`src/rtl/rv_pkg.sv`:
```
// rv_pkg: shared definitions for the execute/writeback datapath.
//   - ALU opcode constants as produced by execute
//   - REG_AW: register-number width
//   - wb_state_e: writeback FSM state encoding
package rv_pkg;

  localparam int REG_AW = 5;

  localparam logic [4:0] ALU_JAL  = 5'b10000;
  localparam logic [4:0] ALU_BEQ  = 5'b10001;
  localparam logic [4:0] ALU_BLT  = 5'b10010;
  localparam logic [4:0] ALU_LW   = 5'b10100;
  localparam logic [4:0] ALU_SW   = 5'b10101;
  localparam logic [4:0] ALU_ADDI = 5'b01100;
  localparam logic [4:0] ALU_ADD  = 5'b01101;
  localparam logic [4:0] ALU_SUB  = 5'b01110;
  localparam logic [4:0] ALU_SLL  = 5'b01000;
  localparam logic [4:0] ALU_XOR  = 5'b00110;
  localparam logic [4:0] ALU_SRL  = 5'b01001;
  localparam logic [4:0] ALU_OR   = 5'b00101;
  localparam logic [4:0] ALU_AND  = 5'b00100;

  typedef enum logic {
    IDLE      = 1'b0,
    WAIT_LOAD = 1'b1
  } wb_state_e;

endpackage

```
`src/rtl/regfile_2r1w.sv`:
```
// regfile_2r1w: 32-entry integer register array, two combinational read
// ports and one synchronous write port. x0 always reads as zero and is
// never written.
//
// Build option: WB_BYPASS_EN -- when defined, a read port addressing the
// register being written this cycle returns the incoming write data.
//
// Ports:
//   clk, rst                 clock, synchronous active-high reset (clears array)
//   we_i, waddr_i, wdata_i   write port (write is committed at the posedge)
//   rs1_addr_i, rs1_data_o   read port 1
//   rs2_addr_i, rs2_data_o   read port 2
module regfile_2r1w
  import rv_pkg::*;
#(
  parameter int XLEN = 32
) (
  input  logic              clk,
  input  logic              rst,
  input  logic              we_i,
  input  logic [REG_AW-1:0] waddr_i,
  input  logic [XLEN-1:0]   wdata_i,
  input  logic [REG_AW-1:0] rs1_addr_i,
  input  logic [REG_AW-1:0] rs2_addr_i,
  output logic [XLEN-1:0]   rs1_data_o,
  output logic [XLEN-1:0]   rs2_data_o
);

  logic [XLEN-1:0] r_mem [32];
  logic            w_we_nz;

  assign w_we_nz = we_i && (waddr_i != '0);

  always_ff @(posedge clk) begin
    if (rst) begin
      for (int i = 0; i < 32; i++) r_mem[i] <= '0;
    end else if (w_we_nz) begin
      r_mem[waddr_i] <= wdata_i;
    end
  end

`ifdef WB_BYPASS_EN
  assign rs1_data_o = (rs1_addr_i == '0) ? '0 :
                      (w_we_nz && rs1_addr_i == waddr_i) ? wdata_i : r_mem[rs1_addr_i];
  assign rs2_data_o = (rs2_addr_i == '0) ? '0 :
                      (w_we_nz && rs2_addr_i == waddr_i) ? wdata_i : r_mem[rs2_addr_i];
`else
  assign rs1_data_o = (rs1_addr_i == '0) ? '0 : r_mem[rs1_addr_i];
  assign rs2_data_o = (rs2_addr_i == '0) ? '0 : r_mem[rs2_addr_i];
`endif

endmodule

```
`src/rtl/wb_regfile.sv`:
```
// wb_regfile: writeback stage. Commits execute results into the register
// file, completes loads by waiting for the memory read response (stalling
// upstream meanwhile), and exposes the two decode read ports.
//
// Build option: WB_BYPASS_EN (passed through to regfile_2r1w) enables
// same-cycle write-to-read bypass on the read ports.
//
// State table:
//   IDLE      | accepting execute results; non-load writes commit at once
//   WAIT_LOAD | load issued, waiting for mem_rvalid_i or timeout
//
// Ports:
//   clk, rst                         clock, synchronous active-high reset
//   wb_we_i/waddr_i/wdata_i/aluop_i  execute result interface
//   mem_rvalid_i, mem_rdata_i        load response (single-cycle pulse)
//   rs1/rs2_addr_i, rs1/rs2_data_o   decode read ports
//   stall_o                          upstream must hold its inputs
//   load_err_o                       sticky: a load timed out
//   retire_cnt_o                     number of committed register writes
module wb_regfile
  import rv_pkg::*;
#(
  parameter int LOAD_TIMEOUT = 16,
  parameter int XLEN         = 32
) (
  input  logic              clk,
  input  logic              rst,
  input  logic              wb_we_i,
  input  logic [REG_AW-1:0] wb_waddr_i,
  input  logic [XLEN-1:0]   wb_wdata_i,
  input  logic [4:0]        wb_aluop_i,
  input  logic              mem_rvalid_i,
  input  logic [XLEN-1:0]   mem_rdata_i,
  input  logic [REG_AW-1:0] rs1_addr_i,
  input  logic [REG_AW-1:0] rs2_addr_i,
  output logic [XLEN-1:0]   rs1_data_o,
  output logic [XLEN-1:0]   rs2_data_o,
  output logic              stall_o,
  output logic              load_err_o,
  output logic [31:0]       retire_cnt_o
);

  localparam logic [7:0] TIMEOUT_LAST = 8'(LOAD_TIMEOUT - 1);

  wb_state_e         r_state;
  logic [7:0]        r_cnt;
  logic [REG_AW-1:0] r_ld_addr;
  logic              r_ld_en;
  logic              r_err;
  logic [31:0]       r_retire;

  logic              w_is_load;
  logic              w_is_store;
  logic              w_wr_en;
  logic [REG_AW-1:0] w_wr_addr;
  logic [XLEN-1:0]   w_wr_data;
  logic              w_commit;
  logic              w_stall;

  assign w_is_load  = (wb_aluop_i == ALU_LW);
  assign w_is_store = (wb_aluop_i == ALU_SW);

  // Write-port selection. Everything is forced quiet while rst is high so
  // that neither a write nor a stall can leak out of a reset cycle.
  always_comb begin
    w_wr_en   = 1'b0;
    w_wr_addr = wb_waddr_i;
    w_wr_data = wb_wdata_i;
    w_stall   = 1'b0;
    if (!rst) begin
      case (r_state)
        IDLE: begin
          if (w_is_load) begin
            w_wr_data = mem_rdata_i;
            if (mem_rvalid_i) w_wr_en = wb_we_i;
            else              w_stall = 1'b1;
          end else if (!w_is_store) begin
            w_wr_en = wb_we_i;
          end
        end
        WAIT_LOAD: begin
          w_wr_addr = r_ld_addr;
          w_wr_data = mem_rdata_i;
          if (mem_rvalid_i) w_wr_en = r_ld_en;
          else              w_stall = 1'b1;
        end
        default: ;
      endcase
    end
  end

  // x0 writes are dropped here so they also never count as retired.
  assign w_commit = w_wr_en && (w_wr_addr != '0);

  always_ff @(posedge clk) begin
    if (rst) begin
      r_state   <= IDLE;
      r_cnt     <= '0;
      r_ld_addr <= '0;
      r_ld_en   <= 1'b0;
      r_err     <= 1'b0;
      r_retire  <= '0;
    end else begin
      if (w_commit) r_retire <= r_retire + 32'd1;
      case (r_state)
        IDLE: begin
          if (w_is_load && !mem_rvalid_i) begin
            r_state   <= WAIT_LOAD;
            r_ld_addr <= wb_waddr_i;
            r_ld_en   <= wb_we_i && (wb_waddr_i != '0);
            r_cnt     <= '0;
          end
        end
        WAIT_LOAD: begin
          // A response arriving in the last allowed cycle still completes.
          if (mem_rvalid_i) begin
            r_state <= IDLE;
          end else if (r_cnt == TIMEOUT_LAST) begin
            r_state <= IDLE;
            r_err   <= 1'b1;
          end else begin
            r_cnt <= r_cnt + 8'd1;
          end
        end
        default: r_state <= IDLE;
      endcase
    end
  end

  assign stall_o      = w_stall;
  assign load_err_o   = r_err;
  assign retire_cnt_o = r_retire;

  regfile_2r1w #(.XLEN(XLEN)) u_rf (
    .clk        (clk),
    .rst        (rst),
    .we_i       (w_commit),
    .waddr_i    (w_wr_addr),
    .wdata_i    (w_wr_data),
    .rs1_addr_i (rs1_addr_i),
    .rs2_addr_i (rs2_addr_i),
    .rs1_data_o (rs1_data_o),
    .rs2_data_o (rs2_data_o)
  );

endmodule

```
`config.mk`:
```
export PLATFORM = sky130hd
export DESIGN_NAME = wb_regfile
export DESIGN_NICKNAME = d
export VERILOG_FILES = /design/src/rtl/rv_pkg.sv /design/src/rtl/regfile_2r1w.sv /design/src/rtl/wb_regfile.sv
export SDC_FILE = /design/constraint.sdc
export NUM_CORES = 2
export LEC_CHECK = 0
export CAP_MARGIN = 20
export CORE_MARGIN = 2
export CORE_UTILIZATION = 35
export CTS_CLUSTER_SIZE = 28
export DETAILED_ROUTE_END_ITERATION = 7
export PLACE_DENSITY_LB_ADDON = 0.12
export SLEW_MARGIN = 5
export SYNTH_ARGS = -nofsm -noshare
export SYNTH_HDL_FRONTEND = slang
export SYNTH_SLANG_ARGS = --single-unit
```
`constraint.sdc`:
```
create_clock -name clk -period 3.56 [get_ports clk]
set_input_delay 0.712 -clock clk [delete_from_list [all_inputs] [get_ports clk]]
set_output_delay 0.712 -clock clk [all_outputs]
set_load 0.02 [all_outputs]
```
Word level (Yosys, flattened, before mapping)
Memory sizes are Yosys's and may differ from the RTL's.
Index checks and enable logic that the tools add are counted.
{ "totals": {"reg_bits": 48, "mem_bits_rw": 1024, "input_bits": 88, "out_inout_bits": 98, "elab_cells": 63, "memories": 1} }
{ "classes": {"n_addsub": 2, "n_eq_ne": 6, "n_mux": 33, "bitwise_logic": 2, "n_reduce_logical": 13} }
{ "mem_list": {"columns": ["memory", "words", "word_bits", "read_ports", "rd_ports_with_merged_regs", "write_ports", "line_no", "rtl"], "rows": [
  ["u_rf.r_mem", 32, 32, 2, 0, 32, "regfile_2r1w.sv:29", "logic [XLEN-1:0] r_mem [32];"]
]} }
{ "op_table": {"columns": ["cell", "count"], "rows": [
  ["two-way mux 32 bit", 5],
  ["one-hot mux 32 bit (2 select lines)", 1],
  ["adder 32 x 1 -> 32 bit, second input constant", 1],
  ["OR reduction 32 bit", 1],
  ["two-way mux 8 bit", 3],
  ["two-way mux 1 bit", 17],
  ["one-hot mux 8 bit (2 select lines)", 1],
  ["two-way mux 5 bit", 3],
  ["equality test 5 bit, second input constant", 2],
  ["logical NOT 5 bit", 2],
  ["nonzero test 5 bit", 2],
  ["adder 8 x 1 -> 8 bit, second input constant", 1],
  ["equality test 8 x 4 -> 1 bit, second input constant", 1],
  ["!= test 2 bit, second input constant", 3],
  ["one-hot mux 1 bit (2 select lines)", 3],
  ["AND reduction 3 bit", 2],
  ["logical AND 1 bit", 4],
  ["NOT 1 bit", 2],
  ["AND reduction 2 bit", 1],
  ["logical NOT 1 bit", 1]
]} }

Longest topological paths before layout
{ "logic_depth": {"ltp_word": 12, "ltp_mapped": 8, "depth_no_buf": 6} }

Modules after synthesis
A second synthesis with hierarchy kept.
{ "unflattened": {"cells_unflattened": 3816, "hier_area_um2": 57009.7} }
{ "by_module_without_submodules": {"columns": ["module", "instances", "cells_each", "area_each_um2", "seq_area_each_um2"], "rows": [
  ["regfile_2r1w", 1, 3502, 54254.5, 30749.5],
  ["wb_regfile", 1, 314, 2755.1, 960.9]
]} }

Least setup slack after synthesis
Ideal clock, no wire load.
{ "synth_timing": {"path_kind": "input -> output", "from": "input port rs1_addr_i[1]", "to": "output port rs1_data_o[5]", "t_arrival_ns": 2.503, "required_time_ns": 2.848, "path_slack_ns": 0.345, "path_stages": 8, "n_path_buf": 4, "cell_sequence": "clkbuf_1 buf_2 buf_2 clkbuf_1 mux4_2 mux2_2 o21ai_0 a31oi_1"} }
{ "synth_via": {"elab_chain_len": 2, "word_cells_on_any_way": 3, "classes_between": "1 x mux; 1 x reduce/logical; 1 x memory"} }
{ "synth_rtl": {"columns": ["element", "line_no", "rtl"], "rows": [
  ["start: declaration", "wb_regfile.sv:34", "input logic [REG_AW-1:0] rs1_addr_i,"],
  ["memory (32 x 32 bit) / logical NOT 5 bit (equally long branches)", null, null],
  ["two-way mux 32 bit *", "regfile_2r1w.sv:48", "assign rs1_data_o = (rs1_addr_i == '0) ? '0 : r_mem[rs1_addr_i];"],
  ["end: declaration", "wb_regfile.sv:36", "output logic [XLEN-1:0] rs1_data_o,"]
]} }
Mark *: on every way between the ends. The rest lies on a longest branch, timed or not.

Worst setup path in the final report
{ "layout_timing": {"from": "input port rs2_addr_i[1]", "to": "output port rs2_data_o[3]"} }
{ "layout_via": {"elab_chain_len": 2, "word_cells_on_any_way": 3, "classes_between": "1 x mux; 1 x reduce/logical; 1 x memory"} }
{ "layout_rtl": {"columns": ["element", "line_no", "rtl"], "rows": [
  ["start: declaration", "wb_regfile.sv:35", "input logic [REG_AW-1:0] rs2_addr_i,"],
  ["memory (32 x 32 bit) / logical NOT 5 bit (equally long branches)", null, null],
  ["two-way mux 32 bit *", "regfile_2r1w.sv:49", "assign rs2_data_o = (rs2_addr_i == '0) ? '0 : r_mem[rs2_addr_i];"],
  ["end: declaration", "wb_regfile.sv:37", "output logic [XLEN-1:0] rs2_data_o,"]
]} }
Marked as above.

==> metrics list <==
* Cell occurring most often along the worst timing path: sky130_fd_sc_hd__buf_16
- Worst setup slack for register-to-register paths: 0.73 ns
- Start point of the critical path: rs2_addr_i[1]
- Post-synthesis instance area: 54,760 um2
* Setup CP Type: input port to output port
- Run status: completed
* Synth top area cells: sky130_fd_sc_hd__edfxtp_1, sky130_fd_sc_hd__mux4_2, sky130_fd_sc_hd__nor2_1
- Port Buffers: 185
* Count of distinct cell types in the synthesized netlist: 56
- Summed over all nets, the half-perimeter wirelength after detailed placement is 136,700 um.
- In the final layout, flip-flops and latches occupy 31,710 um2.
- In the final routed layout, each cell accounts on average for 31.89 um.
- In the final layout, the share of cells above drive strength 1 is 0.3600.
- Global-route wire length before repair: 291,500 um
- CTS tree: built
- The first TritonRoute pass finished after 5 iterations.
* Horizontal die dimension: 399.5 um
- The count of final max-slew check failures was 0.
* Yosys Warn Count: 0
- Worst r2r dst: u_rf.r_mem[19][5]
* Buffers and inverters on the worst path: 4
- Across every metal layer, demand over resource in global routing totals 0.2600.
- For the final routed database, the setup TNS stands at 0 ns.
- Layout Area Growth over Synthesis: 26.17%
- Critical Path Max Stage Delay: 0.51 ns
- IR analysis of the VDD net gives a maximum drop of 0.0004011 V.
- Worst Max-Slew Pin Slew: approximately 0.8 ns
- Summed over all layers, the routed wires come to roughly 210,000 um.
* Type of element launching the critical path: input port
- During I/O placement, the number of pins put on the boundary was 186.
- In this run the worst hold path is classified as input port to flop.
* CP endpoint kind: output port
- Max Clock Freq: 281.9 MHz
* # Max-Cap Violations: 0
* CP max-delay cell: sky130_fd_sc_hd__mux4_2
- The final layout contains 4,482 nets.
* Total area of multi-input combinational cells: 22,450 um2
- The filler cells instantiated in the layout total approximately 14,000.
* Die footprint: 159,600 um2
* Share of the yosys chip area belonging to registers: 0.5791
* Final period demand of the worst path: 3.548 ns
- For this run the aggregate overflow at the end of global routing stands at 0.
- Of the post-synthesis cell area, the dominant cell type holds 0.5616.
- After the first detailed-routing iteration, the DRC count stood at 4,438.
- In this run the tightest slew margin relative to its limit is 0.4535.
- Buffers inserted to repair hold after CTS numbered 0.
- Cell leakage power: 24.57 nW
- After routing the design area is slightly below 70,000 um2.
- Initial core utilization: 0.3514
- Setup violations remaining at the end of the flow were counted as 0.
- Flops & latches, synth: between 1,000 and 1,500
- Most used flip-flop cell after synthesis: sky130_fd_sc_hd__edfxtp_1
- Maximum net fanout on the critical path: 16
- Routability congestion estimate: 0.8437
- Number of antenna violations at the first check in global routing: 3
- Async set or reset register ratio after synthesis: 0
- Count of flip-flops with a built-in enable after synthesis: 1,024
* Via count of the first global-routing pass: 38,190
- Clock latency on the worst-skew pair, taken at its later pin, is 0.76 ns.
- Critical R2R Launch: r_state
* Largest net degree at the start of global routing: 36
- After detailed placement, the total cell area comes to 64,260 um2.
- Num CTS Buffers: 120
- The region available for standard cell placement spans 155,800 um2.
- Across the routed clock network, the largest skew measured is 0.02310 ns.
- Most area-hungry cell type in the Yosys netlist: sky130_fd_sc_hd__edfxtp_1
- The number of placed instances, taps included, is 6,281.
* Cell count along the critical path: 9
* H-tree lvl count: 3
- Hold Vio Cnt, Final: 0
- Vert. Die Dim: 399.5 um
- Dividing the final minimum period by the clock period gives 0.9966.
- Total number of clock tree sinks: around 1,100
- Dividing the detail-routed via count by the number of cells gives 5.764.
- Clock tree root buffer cell: sky130_fd_sc_hd__clkbuf_16
- Kind of cell adding the most delay to the critical path: buffers and inverters
- DRC Markers: 0
- Residual antenna-violating net count after detailed routing: 0
- Arrival @ worst endpoint: 2.84 ns
- After clock tree synthesis, the clock-pin slew on the worst setup and hold paths is approximately 0.060 ns.
- Synthesis handed over a netlist of 3,853 instances.
* Standard-cell row count: 145
- Req. time, crit path: 2.85 ns
- Total power per unit cell area: around 450 nW/um2
- Setup repair after global routing could not meet its margin everywhere.
* Destination of the critical timing path: rs2_data_o[3]
- The signal on the critical path passes through buf_16 > buf_16 > buf_12 > mux4_2 > mux2i_4 > a21oi_1 > o21ai_1 > a31oi_1 > dlygate4sd2_1.
* Worst Reg-to-Reg Cells: 6
* Maximum count of clock buffers along a single path: 3
* Via total after detailed routing: 37,730
- Each instance of the synthesized netlist takes up on average 14.21 um2.
- The finished layout holds 6,546 standard cells, fillers aside.
-- report_power, final --
part,switching [mW],internal [mW],total (mW)
sequential,0.230,14.3,14.5
combinational,2.48,2.07,4.54
clock,5.31,7.02,12.3
-- layout make-up --
type / count / share of cell area
sequential: 1072 / 0.4590
multi-input combinational: 2403 / 0.3249
timing repair buffer: 786 / 0.1236
clock buffer: 157 / 0.04593
tap: 2058 / 0.03727
clock inverter: 59 / 0.008693
inverter: 9 / 0.0004890
antenna: 2 / 0.00007244
-- what timing repair did --
item,in CTS,in global routing
endpoints found under the setup margin,59,50
resized for setup,176,82
pin swaps,3,2
buffers inserted,28,15
cloned,3,3
-- synth_stat cells (all sizes together), types with 4 or more instances --
master  number
nor2      1041
edfxtp    1024
mux4       512
clkbuf     292
mux2i      123
mux2       117
a21oi      114
buf        108
nand2       98
o21ai       79
a31oi       54
a22oi       50
dfxtp       48
nand2b      38
o31ai       17
or4         17
a221oi      16
or3         11
nand3       10
nand4       10
inv          9
and3         8
nor2b        8
xor2         6
and2         5
nor3         4
nor4bb       4
-- routing by layer --
layer	part of all wire	global-route usage
met5	0.000067	0
met4	0.024	0.07103
met3	0.083	0.05070
met2	0.47	0.4171
met1	0.42	0.3608
-- per-stage QoR --
stage / hold slack [ns] / worst slack [ns] / power, mW / util
after floorplan: 0.4454 / 0.3447 / 16.81 / -
after CTS: 0.2153 / -0.02730 / 31.51 / 0.4414
final: 0.2638 / 0.01221 / 31.37 / 0.4433
after global routing: 0.2755 / -0.02760 / 32.26 / 0.4433
after global placement: 0.4618 / -0.8298 / 19.11 / 0.4123
after detailed placement: 0.4715 / -0.8292 / 19.13 / 0.4123
-- state kept, by name (all words and copies together) (netlist names) --
name          count
r_ld_addr         5
r_cnt             8
r_state           1
retire_cnt_o     32
load_err_o        1
r_ld_en           1
u_rf.r_mem     1024
-- worst min path at each step --
stage	start	to	slack, ns	depth (start not counted)
4_1_cts	rst	retire_cnt_o[5]	0.22	2
6_report	rst	retire_cnt_o[5]	0.26	2
3_5_place_dp	r_ld_en	r_ld_en	0.47	2
5_1_grt	rst	retire_cnt_o[5]	0.28	2
2_1_floorplan	r_ld_en	r_ld_en	0.45	2
3_3_place_gp	r_ld_en	r_ld_en	0.46	2
-- cells in the final DEF, fill, tap and decap left out, drive strengths merged, types with 32 or more instances in the layout --
| master | instances |
|---|---|
| buf | 638 |
| clkinv | 42 |
| dfxtp | 48 |
| mux2i | 123 |
| clkbuf | 173 |
| mux2 | 117 |
| conb | 32 |
| edfxtp | 1024 |
| nor2 | 1041 |
| nand2b | 38 |
| a21oi | 114 |
| clkdlybuf4s50 | 110 |
| a31oi | 54 |
| o21ai | 79 |
| a22oi | 50 |
| mux4 | 512 |
| nand2 | 98 |
-- cells by family after synthesis --
logic type / share of synthesized area
compound gates: 0.03759
xor+xnor: 0.001120
fa+ha+maj: 0.0004569
buf+inv: 0.03012
flops: 0.5791
mux: 0.2572
other cells: 0.00006849
simple gates: 0.09433
Power figures use the tool's default switching activity.
